$ cat src/rtl/fpany_accum_widen_lanes.sv
// Multi-lane streaming FP accumulator: narrow mult results widened and summed
// into wide per-lane psums, one result per packet with sticky saturation.
module fpany_accum_widen_lanes #(
    parameter int EXPO_WIDTH_MULT = 3,
    parameter int MANT_WIDTH_MULT = 4,
    parameter int EXPO_WIDTH_PSUM = EXPO_WIDTH_MULT + 3,
    parameter int MANT_WIDTH_PSUM = MANT_WIDTH_MULT + 1,
    parameter int LANES = 4,
    parameter int CNT_WIDTH = 8
) (
    input  logic clk,
    input  logic rst,
    input  logic in_valid,
    output logic in_ready,
    input  logic in_last,
    input  logic [LANES*(1+EXPO_WIDTH_MULT+MANT_WIDTH_MULT)-1:0] in_a,
    input  logic [LANES*(1+EXPO_WIDTH_PSUM+MANT_WIDTH_PSUM)-1:0] in_psum,
    output logic out_valid,
    input  logic out_ready,
    output logic [LANES*(1+EXPO_WIDTH_PSUM+MANT_WIDTH_PSUM)-1:0] out_psum,
    output logic [LANES-1:0] out_sat,
    output logic [CNT_WIDTH-1:0] out_count
);
    localparam int EM = EXPO_WIDTH_MULT;
    localparam int MM = MANT_WIDTH_MULT;
    localparam int EP = EXPO_WIDTH_PSUM;
    localparam int MP = MANT_WIDTH_PSUM;
    localparam int AW = 1 + EM + MM;
    localparam int PW = 1 + EP + MP;
    localparam int SW = MP + 2;
    localparam int EX = EP + 2;

    localparam logic [1:0] S_IDLE = 2'd0;
    localparam logic [1:0] S_ACC  = 2'd1;
    localparam logic [1:0] S_HOLD = 2'd2;

    function automatic logic [PW-1:0] widen(input logic [AW-1:0] a);
        logic [EP-1:0] e;
        logic [MP-1:0] m;
        e = '0;
        m = '0;
        e[EM-1:0] = a[MM +: EM];
        m[MP-1 -: MM] = a[MM-1:0];
        return {a[AW-1], e, m};
    endfunction

    // Returns {sat, sum}; exponent field zero encodes zero.
    function automatic logic [PW:0] fadd(input logic [PW-1:0] x,
                                         input logic [PW-1:0] y);
        logic sx, sy, sb, x_big, found;
        logic [EP-1:0] ex, ey, eb, es, d;
        logic [MP-1:0] mx, my;
        logic [SW-1:0] gb, gs, n;
        logic [SW:0] sum;
        logic signed [EX-1:0] e;
        logic [MP:0] mr;
        int lz;
        sx = x[PW-1];
        sy = y[PW-1];
        ex = x[PW-2 -: EP];
        ey = y[PW-2 -: EP];
        mx = x[MP-1:0];
        my = y[MP-1:0];
        if (ex == '0 && ey == '0) return '0;
        if (ex == '0) return {1'b0, y};
        if (ey == '0) return {1'b0, x};
        x_big = (ex > ey) || (ex == ey && mx >= my);
        sb = x_big ? sx : sy;
        eb = x_big ? ex : ey;
        es = x_big ? ey : ex;
        gb = {1'b1, (x_big ? mx : my), 1'b0};
        gs = {1'b1, (x_big ? my : mx), 1'b0};
        d = eb - es;
        gs = (int'(d) >= SW) ? '0 : gs >> d;
        if (sx == sy) sum = {1'b0, gb} + {1'b0, gs};
        else          sum = {1'b0, gb} - {1'b0, gs};
        if (sum == '0) return '0;
        e = $signed({2'b00, eb});
        if (sum[SW]) begin
            n = sum[SW:1];
            e = e + EX'(1);
        end else begin
            lz = 0;
            found = 1'b0;
            for (int i = SW - 1; i >= 0; i--) begin
                if (!found) begin
                    if (sum[i]) found = 1'b1;
                    else lz++;
                end
            end
            n = sum[SW-1:0] << lz;
            e = e - EX'(lz);
        end
        // Guard bit rounds half-up; a mantissa carry bumps the exponent.
        mr = {1'b0, n[SW-2:1]} + {{MP{1'b0}}, n[0]};
        if (mr[MP]) e = e + EX'(1);
        if (e > $signed({2'b00, {EP{1'b1}}}))
            return {1'b1, sb, {EP{1'b1}}, {MP{1'b1}}};
        if (e <= $signed(EX'(0))) return '0;
        return {1'b0, sb, e[EP-1:0], mr[MP-1:0]};
    endfunction

    logic [1:0] state;
    logic [LANES*PW-1:0] acc, nxt_acc;
    logic [LANES-1:0] sat, nxt_sat;
    logic [CNT_WIDTH-1:0] cnt, nxt_cnt;
    logic [PW-1:0] base;
    logic [PW:0] res;
    logic accept, first;

    assign in_ready = !out_valid || out_ready;
    assign accept = in_valid && in_ready;
    assign first = (state != S_ACC);

    always_comb begin
        nxt_acc = '0;
        nxt_sat = '0;
        base = '0;
        res = '0;
        for (int i = 0; i < LANES; i++) begin
            base = first ? in_psum[i*PW +: PW] : acc[i*PW +: PW];
            res = fadd(base, widen(in_a[i*AW +: AW]));
            nxt_acc[i*PW +: PW] = res[PW-1:0];
            nxt_sat[i] = res[PW] | (~first & sat[i]);
        end
        if (first) nxt_cnt = CNT_WIDTH'(1);
        else if (&cnt) nxt_cnt = cnt;
        else nxt_cnt = cnt + 1'b1;
    end

    always_ff @(posedge clk) begin
        if (rst) begin
            state <= S_IDLE;
            acc <= '0;
            sat <= '0;
            cnt <= '0;
            out_valid <= 1'b0;
            out_psum <= '0;
            out_sat <= '0;
            out_count <= '0;
        end else begin
            if (out_valid && out_ready) out_valid <= 1'b0;
            if (accept) begin
                acc <= nxt_acc;
                sat <= nxt_sat;
                cnt <= nxt_cnt;
                if (in_last) begin
                    out_psum <= nxt_acc;
                    out_sat <= nxt_sat;
                    out_count <= nxt_cnt;
                    out_valid <= 1'b1;
                    state <= S_HOLD;
                end else begin
                    state <= S_ACC;
                end
            end else if (out_valid && out_ready) begin
                state <= S_IDLE;
            end
        end
    end
endmodule

$ cat config.mk
export PLATFORM = sky130hd
export DESIGN_NAME = fpany_accum_widen_lanes
export DESIGN_NICKNAME = d
export VERILOG_FILES = /design/src/rtl/fpany_accum_widen_lanes.sv
export SDC_FILE = /design/constraint.sdc
export NUM_CORES = 1
export LEC_CHECK = 0
export CAP_MARGIN = 20
export CORE_AREA = 4 4 221 223
export DETAILED_ROUTE_END_ITERATION = 10
export DIE_AREA = 0 0 225 227
export GPL_TIMING_DRIVEN = 0
export PLACE_DENSITY = 0.69
export SYNTH_ARGS = -nofsm -noshare
export SYNTH_HDL_FRONTEND = slang
export SYNTH_SLANG_ARGS = --single-unit
$ cat constraint.sdc
create_clock -name clk -period 15.26 [get_ports clk]
set_input_delay 3.052 -clock clk [delete_from_list [all_inputs] [get_ports clk]]
set_output_delay 3.052 -clock clk [all_outputs]
set_load 0.05 [all_outputs]
==> results.sh, run 1 <==
export IMPL_path_clk_slew_ns=0.06
export IMPL_grt_pass1_vias=19786
export IMPL_hold_class="flop to flop"
export IMPL_dr_first_iter_drc_count=2025
export IMPL_worst_pin_slew_ns=1.042
export IMPL_fp_dieH_um=227
export IMPL_core_um2=46560
export IMPL_nNetsFinal=3055
export IMPL_reg2reg_depth=66
export IMPL_fin_worst_hold_slack_ns=0.4597
export IMPL_r2r_start="state[1]$_SDFFE_PP0P_"
export IMPL_maxCapViolations=0
export IMPL_ant_nets=0
export IMPL_cp_arrival_ns=15.08
export IMPL_period_minus_slack_ns=14.81
export IMPL_drc=0
export IMPL_cts_root_buf="clkbuf_16"
export IMPL_area_growth_syn_to_layout_pct=24.07
export IMPL_grt_antenna_before_repair=3
export IMPL_grt_pass1_wl_mm=109.4
export IMPL_seq_area_frac_synth_pct=13.31
export IMPL_finalHoldViolCount=0
export IMPL_rows=79
export IMPL_drive_gt1_share_pct=15.27
export IMPL_finalSetupViolations=0
export IMPL_clock_latency_ns=0.45
export IMPL_viasPerCell=6.244
export IMPL_num_antenna_cells=0
export IMPL_numClockSinks=123
export IMPL_cts_made_buffers=17
export IMPL_crit_top_cell="ha_1"
export IMPL_dieArea_um2=51080
export IMPL_yosysWarnings=0
export IMPL_ys_ff_latch=123
export IMPL_regToRegEndpoint="out_psum[30]$_SDFFE_PP0P_"
export IMPL_synth_cell_types=124
export IMPL_htreeDepth=4
export IMPL_hold_start="out_count[4]$_SDFFE_PP0P_"
export IMPL_vias=21534
export IMPL_post_drt_wl_per_cell_um=21.02
export IMPL_grt_max_degree=17
export IMPL_period_share_pct=97.03
export IMPL_status="finished, final reports clean"
export IMPL_critical_path_endpoint_type="flop"
export IMPL_gp_congestion=0.9411
export IMPL_synth_flop_cell="dfxtp_1"
export IMPL_n_fill_cell=4596
export IMPL_cts_hold_buf=0
export IMPL_gr_total_overflow=0
export IMPL_hpwl_mm=56.03
export IMPL_cts_tree="done"
export IMPL_routed_wl_mm=72.49
export IMPL_slew_headroom_pct=30.00
export IMPL_hold_path_endpoint="out_count[4]$_SDFFE_PP0P_"
export IMPL_path_class="input pin to flop"
export IMPL_required_ns=15.54
export IMPL_slew_viol_final=0
export IMPL_synth_area_per_cell_um2=7.138
export IMPL_fin_worst_skew_ns=0.01583
export IMPL_synth_edff_count=0
export IMPL_drtPass1Iterations=6
export IMPL_io_buffers=143
export IMPL_power_density_nw_per_um2=116.4
export IMPL_die_w_um=225
export IMPL_critPathLaunchType="input pin"
export IMPL_r2r_slack_ns=1.57
export IMPL_synth_area_um2=18500
export IMPL_async_reset_ff_share_pct=0
export IMPL_tns_ns=0
export IMPL_start_util_pct=39.74
export IMPL_critPathSlowestCell="clkdlybuf4s50_1"
export IMPL_hold_path_depth=2
export IMPL_fmax_mhz=67.54
export IMPL_io_pins=147
export IMPL_slowest_delay_ns=0.53
export IMPL_grtUsageTotal_pct=26.39
export IMPL_peakVddDrop_mv=0.07447
export IMPL_cts_path_max_buffers=2
export IMPL_leakage_uw=0.008998
export IMPL_syn_inst=2592
export IMPL_critPathMaxFanout=10
==> flip-flops by register name (all words and copies together), names as in the netlist <==
name and flops:
out_count 8, state 2, cnt 8, out_psum 48, acc 48, sat 4
out_sat 4, out_valid 1
==> critical path, delay by kind of cell <==
kind	cells	cell delay, ns
AOI/OAI and AO/OA	24	4.17
xor gates and xnor gates	2	0.35
adders and majority gates	9	2.64
buffers and inverters	7	1.32
muxes	4	0.92
and+or+nand+nor	16	2.56
==> logic make-up after synthesis <==
logic type / after synthesis / share of synthesized area, %
AOI/OAI and AO/OA: 798 / 30.32
xor gates and xnor gates: 115 / 5.890
adders and majority gates: 141 / 10.02
buffers and inverters: 252 / 5.734
DFF: 123 / 13.31
muxes: 118 / 7.209
other: 1 / 0.02027
and+or+nand+nor: 1044 / 27.50
==> cell type report <==
type / count / area (um2) / area share, %
Buffer: 115 / 598.1 / 2.605
Clock buffer: 17 / 425.4 / 1.853
Clock inverter: 15 / 177.7 / 0.7739
Inverter: 129 / 493.0 / 2.147
Multi-Input combinational cell: 2220 / 15990 / 69.66
Sequential cell: 123 / 2462 / 10.73
Tap cell: 607 / 759.5 / 3.308
Timing Repair Buffer: 223 / 2049 / 8.927
==> worst max path at each step <==
stage | endpoint | slack, ns | cells past startpoint | from
after CTS | out_psum[39]$_SDFFE_PP0P_ | 0.0009 | 59 | in_a[29]
after detailed placement | out_psum[39]$_SDFFE_PP0P_ | -2.47 | 59 | in_psum[41]
after floorplan | out_psum[38]$_SDFFE_PP0P_ | 0.61 | 60 | in_psum[41]
after global placement | out_psum[39]$_SDFFE_PP0P_ | -2.48 | 61 | in_psum[41]
final | out_psum[30]$_SDFFE_PP0P_ | 0.45 | 62 | in_psum[30]
after global routing | out_psum[38]$_SDFFE_PP0P_ | -0.12 | 60 | in_psum[38]
==> synthesized netlist by cell type (24+ instances only) <==
cell type,n,area share [%]
nor2_1,312,6.3
nand4_1,27,0.91
a21oi_1,181,4.9
or3_1,25,0.85
mux2i_1,72,3.9
nand2b_1,35,1.2
nand2_1,258,5.2
xnor2_1,65,3.1
a211oi_1,73,3.0
nor3_1,114,3.1
nor4_1,24,0.81
nand3b_1,24,0.97
o21a_1,29,1.2
a21o_1,33,1.3
nor2b_1,24,0.81
clkbuf_1,80,1.6
dfxtp_1,123,13
nand3_1,74,2.0
mux2_2,28,1.7
ha_1,129,8.7
inv_1,118,2.4
xor2_1,42,2.0
a311oi_1,25,1.2
o21ai_0,160,4.3
==> where the power goes <==
part / total (uW) / leakage, uW / internal, uW / switching, uW
Clock: 430 / 0.000294 / 247 / 183
Combinational: 1870 / 0.00769 / 705 / 1160
Sequential: 377 / 0.00101 / 352 / 25.7
Total: 2670 / 0.00900 / 1300 / 1370
==> metal layers <==
metal	share of wire, %	routed length, um	GRT usage, %	vias up
met1	43	30940	35.18	10258
met4	3.7	2698	9.209	6
met3	7.9	5741	4.075	170
met2	46	33080	43.68	1024
met5	0.057	41	0	-
li1	-	-	-	10076
==> placed cells by master (no fill, tap or decap), drive strengths merged, types with 33 or more instances in the layout <==
cell type / netlist / routed
a211oi: 81 / 81
buf: 43 / 121
clkbuf: 80 / 91
ha: 129 / 129
nor2: 315 / 315
nand3: 76 / 76
xor2: 44 / 44
mux2i: 89 / 89
nor3: 118 / 118
xnor2: 71 / 71
nand2: 262 / 262
clkdlybuf4s50: 0 / 134
a21oi: 184 / 184
inv: 125 / 133
dfxtp: 123 / 123
a21o: 33 / 33
o21ai: 186 / 186
nand2b: 35 / 35
==> per-stage QoR <==
stage / util [%] / worst slack, ns / total power (uW) / cell area, um2 / cells
after floorplan: - / 0.6075 / 1585 / 18510 / 2595
after CTS: 46.81 / 0.0008527 / 2496 / 21790 / 3391
final: 49.31 / 0.4530 / 2672 / 22960 / 3449
after global placement: 44.47 / -2.480 / 1988 / 20700 / 3345
after global routing: 49.31 / -0.1240 / 2835 / 22960 / 3449
after detailed placement: 44.47 / -2.467 / 2011 / 20700 / 3345
==> what timing repair did <==
item                       CTS  global route
buffers inserted            16            62
cloned                       0             0
resized for setup           78           170
pin swaps                   11            52
setup endpoints to repair  103           104
No activity file was read; power rests on OpenSTA's default activity.
==> run 2: changes to the inputs <==
--- a/config.mk
+++ b/config.mk
@@ -5,7 +5,6 @@
 export SDC_FILE = /design/constraint.sdc
 export NUM_CORES = 1
 export LEC_CHECK = 0
-export CAP_MARGIN = 20
 export CORE_AREA = 4 4 221 223
 export DETAILED_ROUTE_END_ITERATION = 10
 export DIE_AREA = 0 0 225 227
==> run 2 against run 1 <==
Against the previous run: register-to-register slack is essentially flat; sequential power is essentially flat; final area is essentially flat; worst hold slack is essentially flat; clock skew shrank 0.00065 ns; critical path depth is the same; flip-flop and latch count is the same; combinational power is essentially flat; first-iteration DRC count grew 3.4%; fmax is essentially flat; count of clock-buffer cells in the layout is the same; wire length shrank 0.18%; critical endpoint unchanged; largest cell class unchanged; largest power group unchanged; highest routed layer unchanged.
==> results.sh, run 2 (synthesis results as in run 1) <==
export IMPL_status="finished, final reports clean"
export IMPL_vias=21423
export IMPL_path_class="input pin to flop"
export IMPL_finalHoldViolCount=0
export IMPL_r2r_start="state[1]$_SDFFE_PP0P_"
export IMPL_power_density_nw_per_um2=116.2
export IMPL_cts_made_buffers=17
export IMPL_critPathLaunchType="input pin"
export IMPL_grt_antenna_before_repair=3
export IMPL_num_antenna_cells=0
export IMPL_finalPower_uw=2669
export IMPL_post_drt_wl_per_cell_um=20.98
export IMPL_reg2reg_depth=66
export IMPL_peakVddDrop_mv=0.07287
export IMPL_regToRegEndpoint="out_psum[30]$_SDFFE_PP0P_"
export IMPL_grt_pass1_wl_mm=109.4
export IMPL_cts_root_buf="clkbuf_16"
export IMPL_p_int_uw=1304
export IMPL_cts_path_max_buffers=2
export IMPL_fp_dieH_um=227
export IMPL_hold_start="out_count[4]$_SDFFE_PP0P_"
export IMPL_period_share_pct=97.13
export IMPL_tns_ns=0
export IMPL_slew_headroom_pct=20.83
export IMPL_numClockSinks=123
export IMPL_slowest_delay_ns=0.53
export IMPL_hold_path_endpoint="out_count[4]$_SDFFE_PP0P_"
export IMPL_required_ns=15.53
export IMPL_path_clk_slew_ns=0.07
export IMPL_drc=0
export IMPL_critPathMaxFanout=10
export IMPL_grt_max_degree=17
export IMPL_critPathBufInv=7
export IMPL_p_sw_uw=1365
export IMPL_maxCapViolations=0
export IMPL_top_regs="acc x48, out_psum x48"
export IMPL_pwr_share_clk_pct=16.0
export IMPL_hpwl_mm=56.03
export IMPL_routed_wl_mm=72.36
export IMPL_fmax_mhz=67.47
export IMPL_worst_pin_slew_ns=1.177
export IMPL_ant_nets=0
export IMPL_r2r_slack_ns=1.56
export IMPL_final_cell_mix="nor2_1, nand2_1, a21oi_1, o21ai_0, clkdlybuf4s50_1"
export IMPL_critical_path_endpoint_type="flop"
export IMPL_htreeDepth=4
export IMPL_pwr_share_comb_pct=69.9
export IMPL_hold_path_depth=2
export IMPL_grt_pass1_vias=19786
export IMPL_core_um2=46560
export IMPL_dr_first_iter_drc_count=2094
export IMPL_slew_viol_final=0
export IMPL_crit_top_cell="ha_1"
export IMPL_cts_tree="done"
export IMPL_finalSetupViolations=0
export IMPL_period_minus_slack_ns=14.82
export IMPL_io_buffers=143
export IMPL_switching_share_pct=51.14
export IMPL_critPathTopFamily="compound AO/OA/AOI/OAI gates"
export IMPL_rows=79
export IMPL_clock_latency_ns=0.44
export IMPL_leakage_uw=0.008998
export IMPL_critPathSlowestCell="clkdlybuf4s50_1"
export IMPL_seqPwrFrac_pct=14.1
export IMPL_drtPass1Iterations=6
export IMPL_dp_cells=3345
export IMPL_io_pins=147
export IMPL_nNetsFinal=3055
export IMPL_viasPerCell=6.211
export IMPL_hold_class="flop to flop"
export IMPL_start_util_pct=39.74
export IMPL_die_w_um=225
export IMPL_gr_total_overflow=0
export IMPL_final_common_cell="nor2_1"
export IMPL_grtUsageTotal_pct=26.39
export IMPL_dieArea_um2=51080
export IMPL_drive_gt1_share_pct=15.27
export IMPL_area_growth_syn_to_layout_pct=24.11
export IMPL_layout_cells_non_filler=3449
export IMPL_gp_congestion=0.9411
export IMPL_fin_worst_skew_ns=0.01518
export IMPL_cp_arrival_ns=15.09
export IMPL_fin_worst_hold_slack_ns=0.4600
run 2: worst register-to-register path: cells and delay by family (launching register included):
kind	cells	cell delay (ns)
buffers and inverters	10	1.92
AOI/OAI and AO/OA	25	4.41
xor gates and xnor gates	2	0.36
DFF	1	0.63
adders and majority gates	9	2.57
muxes	4	1.15
and+or+nand+nor	16	2.50
run 2: power by group through the flow:
| stage | Clock, uW | Combinational (uW) | Sequential, uW |
|---|---|---|---|
| finish | 427 | 1870 | 377 |
| global route | 444 | 2010 | 380 |
| CTS | 428 | 1690 | 376 |
| detailed placement | 0 | 1630 | 382 |
| global placement | 0 | 1610 | 381 |
| floorplan | 0 | 1170 | 415 |
run 2: cell type report:
type	instances	area (um2)
clock inverter	15	177.7
fill	4598	23590
sequential	123	2462
clock buffer	17	425.4
tap	607	759.5
timing repair buffer	223	2054
inverter	129	493.0
buffer	115	598.1
multi-input combinational	2220	15990
run 2: layer usage:
metal  share of wire (%)  up-vias  GRT usage [%]
met4                 3.6        6          9.209
met2                  46      994          43.68
met5               0.057        -              0
met3                 8.1      164          4.075
li1                    -    10070              -
met1                  42    10189          35.18
run 2: worst max-delay path by stage:
stage                     cells after the start                         to        start  slack [ns]
after floorplan                              60  out_psum[38]$_SDFFE_PP0P_  in_psum[41]        0.61
after global placement                       61  out_psum[39]$_SDFFE_PP0P_  in_psum[41]       -2.48
after detailed placement                     59  out_psum[39]$_SDFFE_PP0P_  in_psum[41]       -2.47
after CTS                                    59  out_psum[39]$_SDFFE_PP0P_     in_a[29]      0.0009
after global routing                         60  out_psum[38]$_SDFFE_PP0P_  in_psum[38]       -0.14
final                                        62  out_psum[30]$_SDFFE_PP0P_  in_psum[30]        0.44
run 2: stage by stage:
| stage | instance area, um2 | utilization, % | setup slack [ns] |
|---|---|---|---|
| after detailed placement | 20700 | 44.47 | -2.467 |
| final | 22960 | 49.33 | 0.4384 |
| after floorplan | 18510 | - | 0.6075 |
| after global routing | 22960 | 49.33 | -0.1419 |
| after CTS | 21790 | 46.81 | 0.0008527 |
| after global placement | 20700 | 44.47 | -2.480 |
run 2: repair_timing:
action	4_1_cts	5_1_grt
setup endpoints to repair	103	104
gates resized for setup	78	170
setup buffers	16	64
pin swaps	11	50
hold buffers	0	0
